`src/rtl/addsub_serial.sv`:
```
// Digit-serial two's-complement add/subtract engine: one DIGIT-bit ripple slice
// is reused for WIDTH/DIGIT cycles, LSB digit first, behind valid/ready handshakes.
module addsub_serial #(
  parameter int WIDTH = 8,
  parameter int DIGIT = 2
) (
  input  logic             i_clk,
  input  logic             i_rst,
  input  logic             i_valid,
  output logic             o_ready,
  input  logic [WIDTH-1:0] i_a,
  input  logic [WIDTH-1:0] i_b,
  input  logic             i_sub,
  output logic             o_valid,
  input  logic             i_ready,
  output logic [WIDTH-1:0] o_c,
  output logic             o_carry,
  output logic             o_ovf,
  output logic             o_zero
);

  localparam int N     = WIDTH / DIGIT;
  localparam int CNT_W = (N > 1) ? $clog2(N) : 1;

  typedef enum logic [1:0] {
    IDLE = 2'd0,
    BUSY = 2'd1,
    DONE = 2'd2
  } state_t;

  state_t state, state_nxt;

  logic [WIDTH-1:0] a_p0;
  logic [WIDTH-1:0] b_p0;
  logic [WIDTH-1:0] res_p0;
  logic             carry_p0;
  logic [CNT_W-1:0] cnt_p0;

  logic             accept;
  logic             last_digit;
  logic [DIGIT:0]   slice;
  logic [WIDTH-1:0] res_nxt;

  function automatic logic [DIGIT:0] slice_add(input logic [DIGIT-1:0] a,
                                               input logic [DIGIT-1:0] b,
                                               input logic             cin);
    return {1'b0, a} + {1'b0, b} + {{DIGIT{1'b0}}, cin};
  endfunction

  // Signed overflow: both operands share a sign that the sum does not.
  function automatic logic signed_ovf(input logic a_msb,
                                      input logic b_msb,
                                      input logic s_msb);
    return (a_msb == b_msb) && (s_msb != a_msb);
  endfunction

  assign accept     = i_valid && (state == IDLE);
  assign last_digit = (cnt_p0 == CNT_W'(N - 1));

  // Operands shift right one digit per cycle, so the active digit always sits at
  // the bottom; the sum digit enters at the top of the result shift register.
  always_comb begin
    slice   = slice_add(a_p0[DIGIT-1:0], b_p0[DIGIT-1:0], carry_p0);
    res_nxt = (res_p0 >> DIGIT) | (WIDTH'(slice[DIGIT-1:0]) << (WIDTH - DIGIT));
  end

  always_comb begin
    state_nxt = state;
    o_ready   = 1'b0;
    o_valid   = 1'b0;
    case (state)
      IDLE: begin
        o_ready = 1'b1;
        if (i_valid) state_nxt = BUSY;
      end
      BUSY: begin
        if (last_digit) state_nxt = DONE;
      end
      DONE: begin
        o_valid = 1'b1;
        if (i_ready) state_nxt = IDLE;
      end
      default: state_nxt = IDLE;
    endcase
  end

  always_ff @(posedge i_clk) begin
    if (i_rst) begin
      state  <= IDLE;
      cnt_p0 <= '0;
    end else begin
      state <= state_nxt;
      if (accept)             cnt_p0 <= '0;
      else if (state == BUSY) cnt_p0 <= cnt_p0 + CNT_W'(1);
    end
  end

  // ---- stage p0: operand capture and digit-serial accumulation ----
  always_ff @(posedge i_clk) begin
    if (accept) begin
      a_p0     <= i_a;
      b_p0     <= i_sub ? ~i_b : i_b;
      carry_p0 <= i_sub;
    end else if (state == BUSY) begin
      a_p0     <= a_p0 >> DIGIT;
      b_p0     <= b_p0 >> DIGIT;
      carry_p0 <= slice[DIGIT];
      res_p0   <= res_nxt;
    end
  end

  // ---- stage p1: result and flags, held until the next completion ----
  always_ff @(posedge i_clk) begin
    if (i_rst) begin
      o_c     <= '0;
      o_carry <= 1'b0;
      o_ovf   <= 1'b0;
      o_zero  <= 1'b0;
    end else if ((state == BUSY) && last_digit) begin
      o_c     <= res_nxt;
      o_carry <= slice[DIGIT];
      o_ovf   <= signed_ovf(a_p0[DIGIT-1], b_p0[DIGIT-1], slice[DIGIT-1]);
      o_zero  <= (res_nxt == '0);
    end
  end

endmodule

```
`config.mk`:
```
export PLATFORM = sky130hd
export DESIGN_NAME = addsub_serial
export DESIGN_NICKNAME = d
export VERILOG_FILES = /design/src/rtl/addsub_serial.sv
export SDC_FILE = /design/constraint.sdc
export NUM_CORES = 1
export LEC_CHECK = 0
export ABC_AREA = 1
export CAP_MARGIN = 20
export CORE_MARGIN = 2
export CORE_UTILIZATION = 50
export DETAILED_ROUTE_END_ITERATION = 12
export PLACE_DENSITY = 0.78
export SLEW_MARGIN = 10
export SYNTH_ARGS = -nofsm -noshare
export SYNTH_HDL_FRONTEND = slang
export SYNTH_SLANG_ARGS = --single-unit
```
`constraint.sdc`:
```
create_clock -name i_clk -period 2.1 [get_ports i_clk]
set_input_delay 0.42 -clock i_clk [delete_from_list [all_inputs] [get_ports i_clk]]
set_output_delay 0.42 -clock i_clk [all_outputs]
set_load 0.01 [all_outputs]
```
# Yosys cells after proc, flatten, opt, wreduce, memory -nomap -nowiden
# Cells that the tools add are included.
[word_totals]
elab_cells = 46
regBits = 40
output_inout_bits = 13
[op_classes]
reduce_logical = 9
n_mux = 13
n_addsub = 3
n_bitwise = 3
eq_ne = 8
[ops]
columns = ["operator", "n"]
rows = [
  ["$mux 8", 5],
  ["$logic_not 8->1", 1],
  ["$not 8->8", 1],
  ["$or 6x8->8", 1],
  ["$mux 2", 3],
  ["$ne 2x2->1 const B", 3],
  ["$pmux 2 s3", 1],
  ["$eq 2x2->1 const B", 2],
  ["$mux 1", 4],
  ["$add 2x2->3", 1],
  ["$add 3x1->3", 1],
  ["$logic_and 1x1->1", 3],
  ["$reduce_and 3->1", 1],
  ["$add 2x1->2 const B", 1],
  ["$eq 2x1->1 const B", 1],
  ["$logic_not 2->1", 1],
  ["$reduce_and 2->1", 1],
  ["$reduce_bool 2->1", 1],
  ["$reduce_or 2->1", 1],
  ["$eq 1x1->1", 1],
  ["$ne 1x1->1", 1],
  ["$not 1->1", 1],
]

# Longest topological paths before layout
# Gate-level depths: netlist of the first run.
[depth]
ltp_word = 4
ltp_mapped = 9
ltp_nobuf = 9

# Worst setup path after synthesis of the first run
# OpenSTA, ideal clock, no wires.
[synth_timing]
path_kind = "register to register"
from = "register a_p0[0]"
to = "register o_ovf"
synth_period_minus_slack_ps = 1703
path_stages_with_launch = 9
setup_ps = 109
path_buffers = 0
arrival_time_ps = 1594
setup_slack_ps = 397
cell_sequence = "edfxtp_1 inv_1 fa_1 fa_1 inv_1 o21ai_0 nand2_1 nand2_1 inv_1"
[synth_via]
elab_chain_cells = 4
[synth_lines]
columns = ["item", "line", "text"]
rows = [
  ["start, declared", "33", "logic [WIDTH-1:0] a_p0;"],
  ["start signal, assigned", "101", "a_p0 <= i_a;"],
  ["start signal, assigned", "105", "a_p0 <= a_p0 >> DIGIT;"],
  ["$add 2x2->3", "47", "return {1'b0, a} + {1'b0, b} + {{DIGIT{1'b0}}, cin};"],
  ["$add 3x1->3", "47", ""],
  ["$ne 1x1->1", "54", "return (a_msb == b_msb) && (s_msb != a_msb);"],
  ["$logic_and 1x1->1", "54", ""],
  ["end signal, assigned", "122", "o_ovf <= signed_ovf(a_p0[DIGIT-1], b_p0[DIGIT-1], slice[DIGIT-1]);"],
  ["end, declared", "18", "output logic o_ovf,"],
]
# Every way passes these cells.
# A chain may end at the register's enable or synchronous reset.

# Final worst setup path of the first run
# Ends and elaborated chain as after synthesis.

==> out/results.ini, run 1 <==
[grt]
grt.total_usage=0.1960
grt_pass1_vias=1170
grt_pass1_wl_um=5202
grt_overflow=0
antenna_found_initial=0
grt_max_degree=23

[cts]
cts_sinks=38
cts.repair.resized=0
numCtsBuffers=5
cts_root_buf=clkbuf_4
clk_pin_slew_ns=0.12
h-tree-depth=2
clockBufferDepth=2
postCtsHoldBufs=0
cts_setup_buffers=0
worstSkewPairLatency_ns=0.35
cts_tree=built

[setup_path]
crit_path_end=o_ovf
endpoint_kind=register
cp_slowest_cell=fa_1
arrival_ns=2.19
crit_fanout=4
slowest_delay_ns=0.52
path_cells=inv_1 > fa_1 > fa_1 > inv_1 > a21oi_1 > o21ai_0 > nand2_1 > nand2_1 > inv_1
r2r-end=o_ovf
crit_start=a_p0[0]
reg2reg_slack_ns=0.22
critPathRequiredTime_ns=2.41
critPathKind=register to register
rr_worst_depth=9
crit_top_cell=inv_1
reg2reg_from=a_p0[0]
start_kind=register

[yosys]
ys_seq_area_frac=0.6032
syn_nets=190
synth_area_leaders=edfxtp_1 (42%), dfxtp_1 (18%), nand2_1 (12%), xnor2_1 (4.3%), a21oi_1 (4.0%)
synth_top_cell_area_share=0.4204
ys_ff_latch=38
syn_area_um2=1643
ys_types=23
synth_top_area_cell=edfxtp_1
yosysWarnings=0
netlist_instances=165
syn_avg_cell_area_um2=9.957

[route]
drt_iter0_drc=56
final_antenna_net_count=0
avgViaCountPerCell=4.818
drcViolationCount=0
drt-pass1-iter-count=4
wire_per_inst_um=12.34
vias=1190
finalWirelength_um=3048

[final_layout]
area_growth_pct=25.89
final_util=0.6720
drive_above_1_share=0.08867
fin_nets=227
multi_input_area_um2=545.5
diodes=0
num-fill-cells=276
regArea_um2=991.0

[floorplanning]
die_h_um=61.32
start_util=0.5337
coreArea_um2=3078
die_x_um=61.32
rows=20
dieArea_um2=3760
io-pin-count=34

[placement]
io_buffers=33
hpwl_um=2294
gp_congestion=0.7498
pre_cts_slack_ns=0.2515

[pwr]
powerDensity_nw_per_um2=745.8
ir_drop_v=0.0004635
p_leak_nw=0.8157
p_total_mw=1.543

[sta]
max_slew_margin=0.6638
skew_ns=0.009079
fin_crit_ns=1.876
fmax_mhz=533.2
holdWs_ns=0.4720
rsz0062_at_grt=no
min_period_over_period=0.8931
setup_ws_ns=0.2245
finalSetupViolCount=0
hold_viol=0
drv_slew=0
totalNegativeSetupSlack_ns=0
worst_pin_slew_ns=0.5028

[status]
status=completed

[run]
cap_viol_max_count=0

[hold_path]
hold_path_class=register to register

-- state kept, by name, summed over array words and instances (netlist names) --
register	cells
a_p0	8
b_p0	8
o_c	8
res_p0	6
cnt_p0	2
state	2
carry_p0	1
o_carry	1
o_ovf	1
o_zero	1
-- cells by family after synthesis --
family          share of synthesized area
compound gates                    0.07997
xor+xnor                          0.04798
fa+ha+maj                         0.03960
buf+inv                           0.06474
flops                              0.6032
simple gates                       0.1645
-- synth_stat cells, drive strengths merged --
cell,count
xnor2,8
o21a,2
buf,4
inv,18
ha,2
or2,1
xor2,1
fa,2
nor2,13
clkbuf,1
a21oi,13
o21ai,8
edfxtp,23
dfxtp,15
nand3,2
nand2,52
-- per-stage QoR --
stage	area [um^2]	cells
2_1_floorplan	1643	165
3_3_place_gp	2004	239
3_5_place_dp	2004	239
4_1_cts	2068	247
5_1_grt	2068	247
6_report	2068	247
-- metal layers --
metal  GRT usage  up-vias  routed length (um)
met1      0.2401      558                1256
met4     0.09317        0                  25
met2      0.3237       28                1626
met5           0        -                   0
met3     0.05042        3                 139
li1            -      601                   -
-- report_power, final --
part	total [mW]	switching (mW)	internal [mW]
logic	0.230	0.129	0.101
registers	0.903	0.0269	0.876
clock network	0.409	0.248	0.161
total	1.54	0.404	1.14
-- cell usage in the layout (no fill, tap or decap) --
cell / count
a21oi_1: 13
buf_4: 2
clkbuf_4: 5
clkbuf_8: 1
clkdlybuf4s50_1: 33
clkinv_2: 1
clkinvlp_4: 1
dfxtp_1: 15
edfxtp_1: 23
fa_1: 2
ha_1: 2
inv_1: 16
inv_2: 2
nand2_1: 51
nand2_2: 1
nand3_1: 1
nand3_2: 1
nor2_1: 12
nor2_2: 1
o21a_1: 2
o21ai_0: 5
o21ai_2: 3
or2_0: 1
xnor2_1: 8
xor2_1: 1
-- critical path, delay by kind of cell (launching register included) --
kind	cells	cell delay, ns
AND/OR/NAND/NOR	2	0.12
AO/OA/AOI/OAI	2	0.23
flip-flops	1	0.34
adder cells (fa/ha/maj)	2	0.96
buffers and inverters	3	0.19
-- layout make-up --
class / count / share of cell area
multi-input cells: 104 / 0.2638
well taps: 44 / 0.02662
repair buffers: 35 / 0.1670
flip-flops and latches: 38 / 0.4791
clock inverters: 2 / 0.006050
inverters: 18 / 0.03267
clock buffers: 6 / 0.02480
-- how the worst min path moves through the flow --
stage	start	to	slack (ns)	depth (start not counted)
6_report	o_carry	o_carry	0.47	2
5_1_grt	o_carry	o_carry	0.49	2
4_1_cts	o_c[0]	o_c[0]	0.47	2
3_5_place_dp	res_p0[4]	res_p0[2]	0.45	0
3_3_place_gp	res_p0[4]	res_p0[2]	0.44	0
2_1_floorplan	res_p0[4]	res_p0[2]	0.43	0
(Power assumes the default switching activity.)
==> run 2, diff against run 1 <==
==> constraint.sdc (replaced) <==
create_clock -name i_clk -period 2.4 [get_ports i_clk]
set_input_delay 0.48 -clock i_clk [delete_from_list [all_inputs] [get_ports i_clk]]
set_output_delay 0.48 -clock i_clk [all_outputs]
set_load 0.01 [all_outputs]
==> run 2 against run 1 <==
Net effect:
- die area unchanged
- sequential share of layout area is the same
- largest cell class unchanged
- clock skew up 0.0059 ns
- non-clock buffer count stayed put
- via count is 1.3% lower
- clock power is 12% lower
- global-route usage is 1.2 points lower
- sequential power is 13% lower
==> out/results.ini, run 2 (synthesis results as in run 1) <==
[sta]
worst_pin_slew_ns=0.4709
drv_slew=0
holdWs_ns=0.4614
skew_ns=0.01502
min_period_over_period=0.8277
finalSetupViolCount=0
setup_ws_ns=0.4135
fin_crit_ns=1.987
hold_viol=0
totalNegativeSetupSlack_ns=0
rsz0062_at_grt=no
max_slew_margin=0.6851
fmax_mhz=503.4

[placement]
dp_cells=239
place_area_um2=2004
hpwl_um=2051
io_buffers=33
pre_cts_slack_ns=0.5827
gp_congestion=0.7964

[cts]
clockBufferDepth=2
cts_sinks=38
worstSkewPairLatency_ns=0.36
cts_root_buf=clkbuf_4
cts.repair.resized=0
cts_setup_buffers=0
h-tree-depth=2
cts_tree=built
clk_pin_slew_ns=0.12
postCtsHoldBufs=0
numCtsBuffers=5

[setup_path]
r2r-end=o_ovf
critPathKind=register to output port
cp_slowest_cell=clkdlybuf4s50_1
reg2reg_slack_ns=0.57
critPathRequiredTime_ns=1.92
reg2reg_from=a_p0[0]
path_cells=inv_1 > nor2_1 > clkdlybuf4s50_1
rr_worst_depth=8
path_buf_inv=2
endpoint_kind=output port
crit_family=buffers and inverters
arrival_ns=1.51
slowest_delay_ns=0.56
crit_fanout=3
start_kind=register

[hold_path]
hold_path_class=register to register
min_from=res_p0[4]
whs_path_depth=0
whs_endpoint=res_p0[2]

[floorplanning]
start_util=0.5337
rows=20
die_x_um=61.32
dieArea_um2=3760
coreArea_um2=3078
die_h_um=61.32
io-pin-count=34

[final_layout]
diodes=0
num-fill-cells=269
finalNonFillerCells=247
final_common_cell=nand2_1
fin_area_um2=2068
final_util=0.6720
drive_above_1_share=0.08867
area_growth_pct=25.89
final_cell_mix=nand2_1 (51), clkdlybuf4s50_1 (33), edfxtp_1 (23), inv_1 (16), dfxtp_1 (15)
multi_input_area_um2=545.5
reg_top3=a_p0: 8 flops, b_p0: 8 flops, o_c: 8 flops
fin_nets=227
regArea_um2=991.0

[status]
status=completed

[route]
wire_per_inst_um=11.34
drt_iter0_drc=24
avgViaCountPerCell=4.757
finalWirelength_um=2802
drt-pass1-iter-count=4
drcViolationCount=0
vias=1175
final_antenna_net_count=0

[grt]
grt_pass1_vias=1168
grt_overflow=0
antenna_found_initial=0
grt_max_degree=23
grt.total_usage=0.1842
grt_pass1_wl_um=4885

[pwr]
ir_drop_v=0.0004020
p_leak_nw=0.8157
p_total_mw=1.345
powerDensity_nw_per_um2=650.3

[run]
cap_viol_max_count=0

-- run 2: cell counts in the layout (fill, tap and decap cells not counted) --
Identical to the previous run, type by type.
-- run 2: cell type report --
cell class | count | area share
multi-input combinational | 104 | 0.2638
clock buffer | 6 | 0.02480
inverter | 18 | 0.03267
sequential | 38 | 0.4791
timing repair buffer | 35 | 0.1670
tap | 44 | 0.02662
clock inverter | 2 | 0.006050
-- run 2: worst max-delay path by stage --
stage                  start      end  cells after the start
floorplan            a_p0[0]    o_ovf                      8
global placement       i_sub  b_p0[2]                      3
detailed placement   a_p0[0]    o_ovf                      8
CTS                 state[1]  o_valid                      3
global route        state[1]  o_valid                      3
finish              state[1]  o_valid                      3
-- run 2: report_power, final --
| part | internal (mW) | switching, mW | leakage (nW) |
|---|---|---|---|
| sequential | 0.767 | 0.0225 | 0.350 |
| clock | 0.141 | 0.220 | 0.0343 |
| combinational | 0.0875 | 0.107 | 0.432 |
| total | 0.995 | 0.350 | 0.816 |
-- run 2: per-layer routing --
metal  wire (um)  global-route usage  part of all wire
met4          73              0.1025             0.026
met1        1165              0.2019              0.42
met3         139             0.05672             0.050
met2        1424              0.3161              0.51
met5           0                   0                 0
-- run 2: worst reg2reg max path, delay by kind of cell, from the launching register on --
| family | cells | cell delay (ns) |
|---|---|---|
| fa+ha+maj | 2 | 0.95 |
| buf+inv | 3 | 0.17 |
| flops | 1 | 0.33 |
| compound gates | 1 | 0.16 |
| simple gates | 2 | 0.13 |
==> patch 1, RTL diff (flow settings as in run 2) <==
Set the parameter `WIDTH` to 16 (it was 8).
--- a/src/rtl/addsub_serial.sv
+++ b/src/rtl/addsub_serial.sv
@@ -2,5 +2,5 @@
 // is reused for WIDTH/DIGIT cycles, LSB digit first, behind valid/ready handshakes.
 module addsub_serial #(
-  parameter int WIDTH = 8,
+  parameter int WIDTH = 16,
   parameter int DIGIT = 2
 ) (
Interface: changed (resized i_a, i_b and o_c); port bits go from 34 to 58. The function was not compared with the original's and may differ.
==> patch 1 against run 2 <==
- worst setup slack gained 0.037 ns
- wire length grew 87%
- design area grew 84%
- clock skew shrank 0.0067 ns
- via count grew 75%
- total power grew 110%
- count of clock-buffer cells in the layout grew 4
- register-to-register slack lost 0.08 ns
- area after synthesis grew 81%
- sequential cell count grew 33
- hold slack gained 0.0026 ns
- clock power grew to 2.9 times the old value
==> patch 1: results (changes against run 2) <==
- Clock transition at path regs: 0.08 ns (-0.04 ns)
- Asr flop ratio synth: 0 (unchanged)
- Fin nets: 387 (+70%)
- PortBufs: 57 (+73%)
- CTS resizes: 0 (unchanged)
- Number of global-route vias before repair: 1946 (+67%)
- Share of layout cells above drive strength 1: 0.0743 (-0.0144)
- Xor and xnor area share after synthesis: 0.0501 (+0.00217)
- DR iter-0 viols: 106 (+340%)
- Final Max Slew Viols: 0 (unchanged)
- Status: finished, final reports clean
- Seq pwr: 0.00148 W (+88%)
- Synth Net Count: 327 (+72%)
- Adder-cell share of the synthesized area: 0.0261 (-0.0135)
- CTS Root Cell: clkbuf_8
- H-tree depth: 3 (+1)
- CP peak stage delay: approximately 0.55 ns
- DP Area: 0.00358 sq mm (+79%)
- Leak: 1.47 nW (+80%)
- Top cells by count, synth: nand2_1, edfxtp_1, dfxtp_1, a21oi_1, o21ai_0
- Antenna violations before repair: 0 (unchanged)
- Comb power: 0.000322 W (+65%)
- First-pass detailed-route iteration total: 5 (+1)
- Syn. warnings: 0 (unchanged)
- Crit-path leading delay family: buffers and inverters
- Drt wl/cell: 12.3 um (+8.5%)
- Yosys cell types: 24 (+4.3%)
- Number of synthesized flops with an enable pin: 47 (+100%)
- FILL cells: 473 (+76%)
- CP arrival: 1.47 ns (-0.04 ns)
- Most used DFF post-synth: edfxtp_1
- Final GP Congestion: 0.757 (-5.0%)
- Clock latency on the worst-skew pair: ~0.35 ns
- Largest net degree at the start of global routing: 34 (+48%)
- Regs by FF count: a_p0: 16 flops, b_p0: 16 flops, o_c: 16 flops
- Number of diodes: 0 (unchanged)
- Post-CTS Repair Setup Buffers: 0 (unchanged)
- Drt via density: 4.84 (+1.8%)
- Relative slew slack: 0.596 (-0.0891)
- Gr usage total: 0.178 (-0.00619)
- First-pass GRT wire length: 8610 um (+76%)
- Final clock skew: 0.00836 ns (-0.00666 ns)
- DPL Wire Length: 3510 um (+71%)
- Worst hold path type: flip-flop to flip-flop
- CTS Buffer Depth: 2 (unchanged)
- Cells taking the most area after synthesis: edfxtp_1, dfxtp_1, nand2_1, xnor2_1, a21oi_1
- Mux cell area share after synthesis: 0 (unchanged)
- Post-synthesis compound-gate area fraction: 0.0742 (-0.00580)
- Switching power share of the total: 0.247 (-0.0134)
- Worst vdd ir: 0.397 mV (-1.2%)
- Crit-path max FO: 3 (unchanged)
- Slowest CP cell: clkdlybuf4s50_1
- Post-synthesis sequential area ratio: 0.637 (+0.0340)
- TritonCTS Buffers: 9 (+4)
patch 1: cell families after synthesis:
kind of cell	count (synthesis)
xor gates and xnor gates	17
buffers and inverters	31
adders and majority gates	5
DFF	71
AOI/OAI and AO/OA	43
and+or+nand+nor	118
patch 1: tightest hold or removal path, cell delays in order (launching register included):
cell     delay [ns]
dfxtp_1        0.31
nand2_1        0.06
a21oi_1        0.05
patch 1: worst paths after layout:
path	from	endpoint	slack (ns)	cells after the start
worst min-delay path	o_c[2]	o_c[2]	0.46	2
worst min register to register	o_c[2]	o_c[2]	0.46	2
worst max register to register	a_p0[0]	o_zero	0.49	7
worst max-delay path	state[1]	o_valid	0.45	3
patch 1: cell type report:
type,instances,area [sq um],share of cell area
Multi-Input combinational cell,183,911,0.239
Timing Repair Buffer,62,621,0.163
Clock buffer,10,149,0.0391
Tap cell,75,93.8,0.0246
Sequential cell,71,1890,0.497
Clock inverter,6,76.3,0.0200
Inverter,18,67.6,0.0177
patch 1: per-layer routing:
metal,wire length (um),vias to the layer above,GRT usage,share of wire
li1,-,1054,-,-
met1,2310,935,0.214,0.44
met2,2560,61,0.293,0.49
met3,271,9,0.0622,0.052
met4,87,0,0.0712,0.017
met5,0,-,0,0
patch 1: per-stage QoR:
stage | power [W] | setup slack, ns | cells | utilization
floorplan | 0.00171 | 0.404 | 285 | -
global placement | 0.00182 | 0.461 | 409 | 0.616
detailed placement | 0.00183 | 0.431 | 409 | 0.616
CTS | 0.00287 | 0.429 | 425 | 0.655
global route | 0.00297 | 0.322 | 425 | 0.655
finish | 0.00285 | 0.451 | 425 | 0.655
==> patch 2, RTL diff (settings of run 2) <==
Made on the original files. Encoding of `state_t`: now one-hot (3 bits for 3 states).
--- a/src/rtl/addsub_serial.sv
+++ b/src/rtl/addsub_serial.sv
@@ -23,8 +23,8 @@
   localparam int CNT_W = (N > 1) ? $clog2(N) : 1;
 
-  typedef enum logic [1:0] {
-    IDLE = 2'd0,
-    BUSY = 2'd1,
-    DONE = 2'd2
+  typedef enum logic [2:0] {
+    IDLE = 3'b001,
+    BUSY = 3'b010,
+    DONE = 3'b100
   } state_t;
 
Behaviour: same outputs for any inputs over 10 cycles, from zero or initial values and one cycle with i_rst high; not proved beyond that.
==> patch 2 against run 2 <==
- wire length rose by 12%
- worst setup slack got worse by 0.096 ns
- total power rose by 10%
- sequential cell count rose by 1
- synthesized cell count rose by 9.1%
- non-clock buffer count fell by 1
- design area rose by 7.4%
- area after synthesis rose by 9.1%
- sequential power rose by 2%
==> patch 2: results (changes against run 2) <==
- Cell count after synthesis: 180 (+9.1%)
- Routing usage on met2: 0.316 (about the same)
- Worst reg-to-reg path cell count: 9 (+1)
- Timing-limited maximum frequency: 0.480 GHz (-4.6%)
- P_clk: 0.000423 W (+17%)
- Syn Std Cell Area: 0.00179 sq mm (+9.1%)
- Nonclk buf count: 34 (-2.9%)
- First-pass GRT wire length: 5460 um (+12%)
- Yosys cell types: 27 (+17%)
- Share of layout cells above drive strength 1: 0.134 (+0.0456)
- DR iter-0 viols: 53 (+120%)
- Leak: 0.881 nW (+8.1%)
- R2R Setup Slk: between 0.5 and 0.6 ns
- Cells taking the most area after synthesis: edfxtp_1, dfxtp_1, nand2_1, nor2_1, xnor2_1
- Largest net degree at the start of global routing: 26 (+13%)
- Global-route met3 utilization: 0.0581 (+0.00138)
- Dpl ws: 0.336 ns (-0.247 ns)
- Reg power frac: 0.540 (-0.047)
- DPL Wire Length: 2350 um (+14%)
- CTS resizes: 0 (unchanged)
- Synth Net Count: 205 (+7.9%)
- PortBufs: 33 (unchanged)
- DP Area: 0.00214 sq mm (+6.7%)
- Post-synthesis sequential area ratio: 0.564 (-0.0390)
- Crit path to: o_ready
- Register area: 0.00101 sq mm (+2.0%)
- Capture point of the worst reg-to-reg path: o_zero
- Area of the multi-input gates: 656 sq um (+20%)
- CP arrival: 1.60 ns (+0.09 ns)
- Buffer share of cell area: 0.152 (-0.0149)
- Crit path from: state[0]
- Status: finished, final reports clean
- Metal3 WL: 146 um (+5.0%)
- Post-Layout Cell Count: 262 (+6.1%)
- Met1 Use GR: 0.195 (-0.00721)
- Crit-path max FO: 6 (+3)
- Post-route cell area: 0.00222 sq mm (+7.4%)
- CLK BUF: 7 (+1)
- Gr usage total: 0.176 (-0.00790)
- Final clock skew: 0.00555 ns (-0.00947 ns)
- Antenna violations before repair: 0 (unchanged)
- Final GP Congestion: 0.806 (+1.2%)
- Vias: 1251 (+6.5%)
- Seq pwr: 0.000802 W (+2%)
- Fin nets: 240 (+5.7%)
- FILL cells: 286 (+6.3%)
- Net Switching: 0.000391 W (+12%)
- Worst-Margin Slew: 0.515 ns (+0.0442 ns)
- Worst vdd ir: 0.415 mV (+3.2%)
- Top cells by count, synth: nand2_1, nor2_1, edfxtp_1, inv_1, dfxtp_1
- Detail Route met2 WL: 1680 um (+18%)
- Multi-In Gates: 115 (+11%)
- Clk tree area frac: 0.0366 (+0.00577)
- # placed instances: 254 (+6.3%)
- CTS sink cnt: 39 (+2.6%)
- Non-clock inverter count in the final layout: 20 (+2)
==> patch 2: cell count changes after synthesis, moves of 3 or more <==
cell     change
o21ai_2      +3
nor2_2       +4
o21ai_0      +5
a21oi_1      -7
nor2_1      +14
nand2_1     -14
==> patch 2: logic make-up after synthesis <==
logic type / share of synthesized area
compound gates: 0.0831
xor+xnor: 0.0440
fa+ha+maj: 0.0363
buf+inv: 0.0698
flops: 0.564
simple gates: 0.203
==> patch 2: critical path: stages, from the launching register on <==
cell,delay [ns]
dfxtp_1,0.47
nand3_4,0.14
inv_1,0.11
clkdlybuf4s50_1,0.54
==> patch 2: how the worst min path moves through the flow <==
stage / startpoint / end / slack [ns] / depth (start not counted)
2_1_floorplan: cnt_p0[1] / cnt_p0[1] / 0.44 / 2
3_3_place_gp: cnt_p0[1] / cnt_p0[1] / 0.45 / 2
3_5_place_dp: o_zero / o_zero / 0.46 / 2
4_1_cts: o_zero / o_zero / 0.48 / 2
5_1_grt: o_zero / o_zero / 0.50 / 2
6_report: o_zero / o_zero / 0.48 / 2
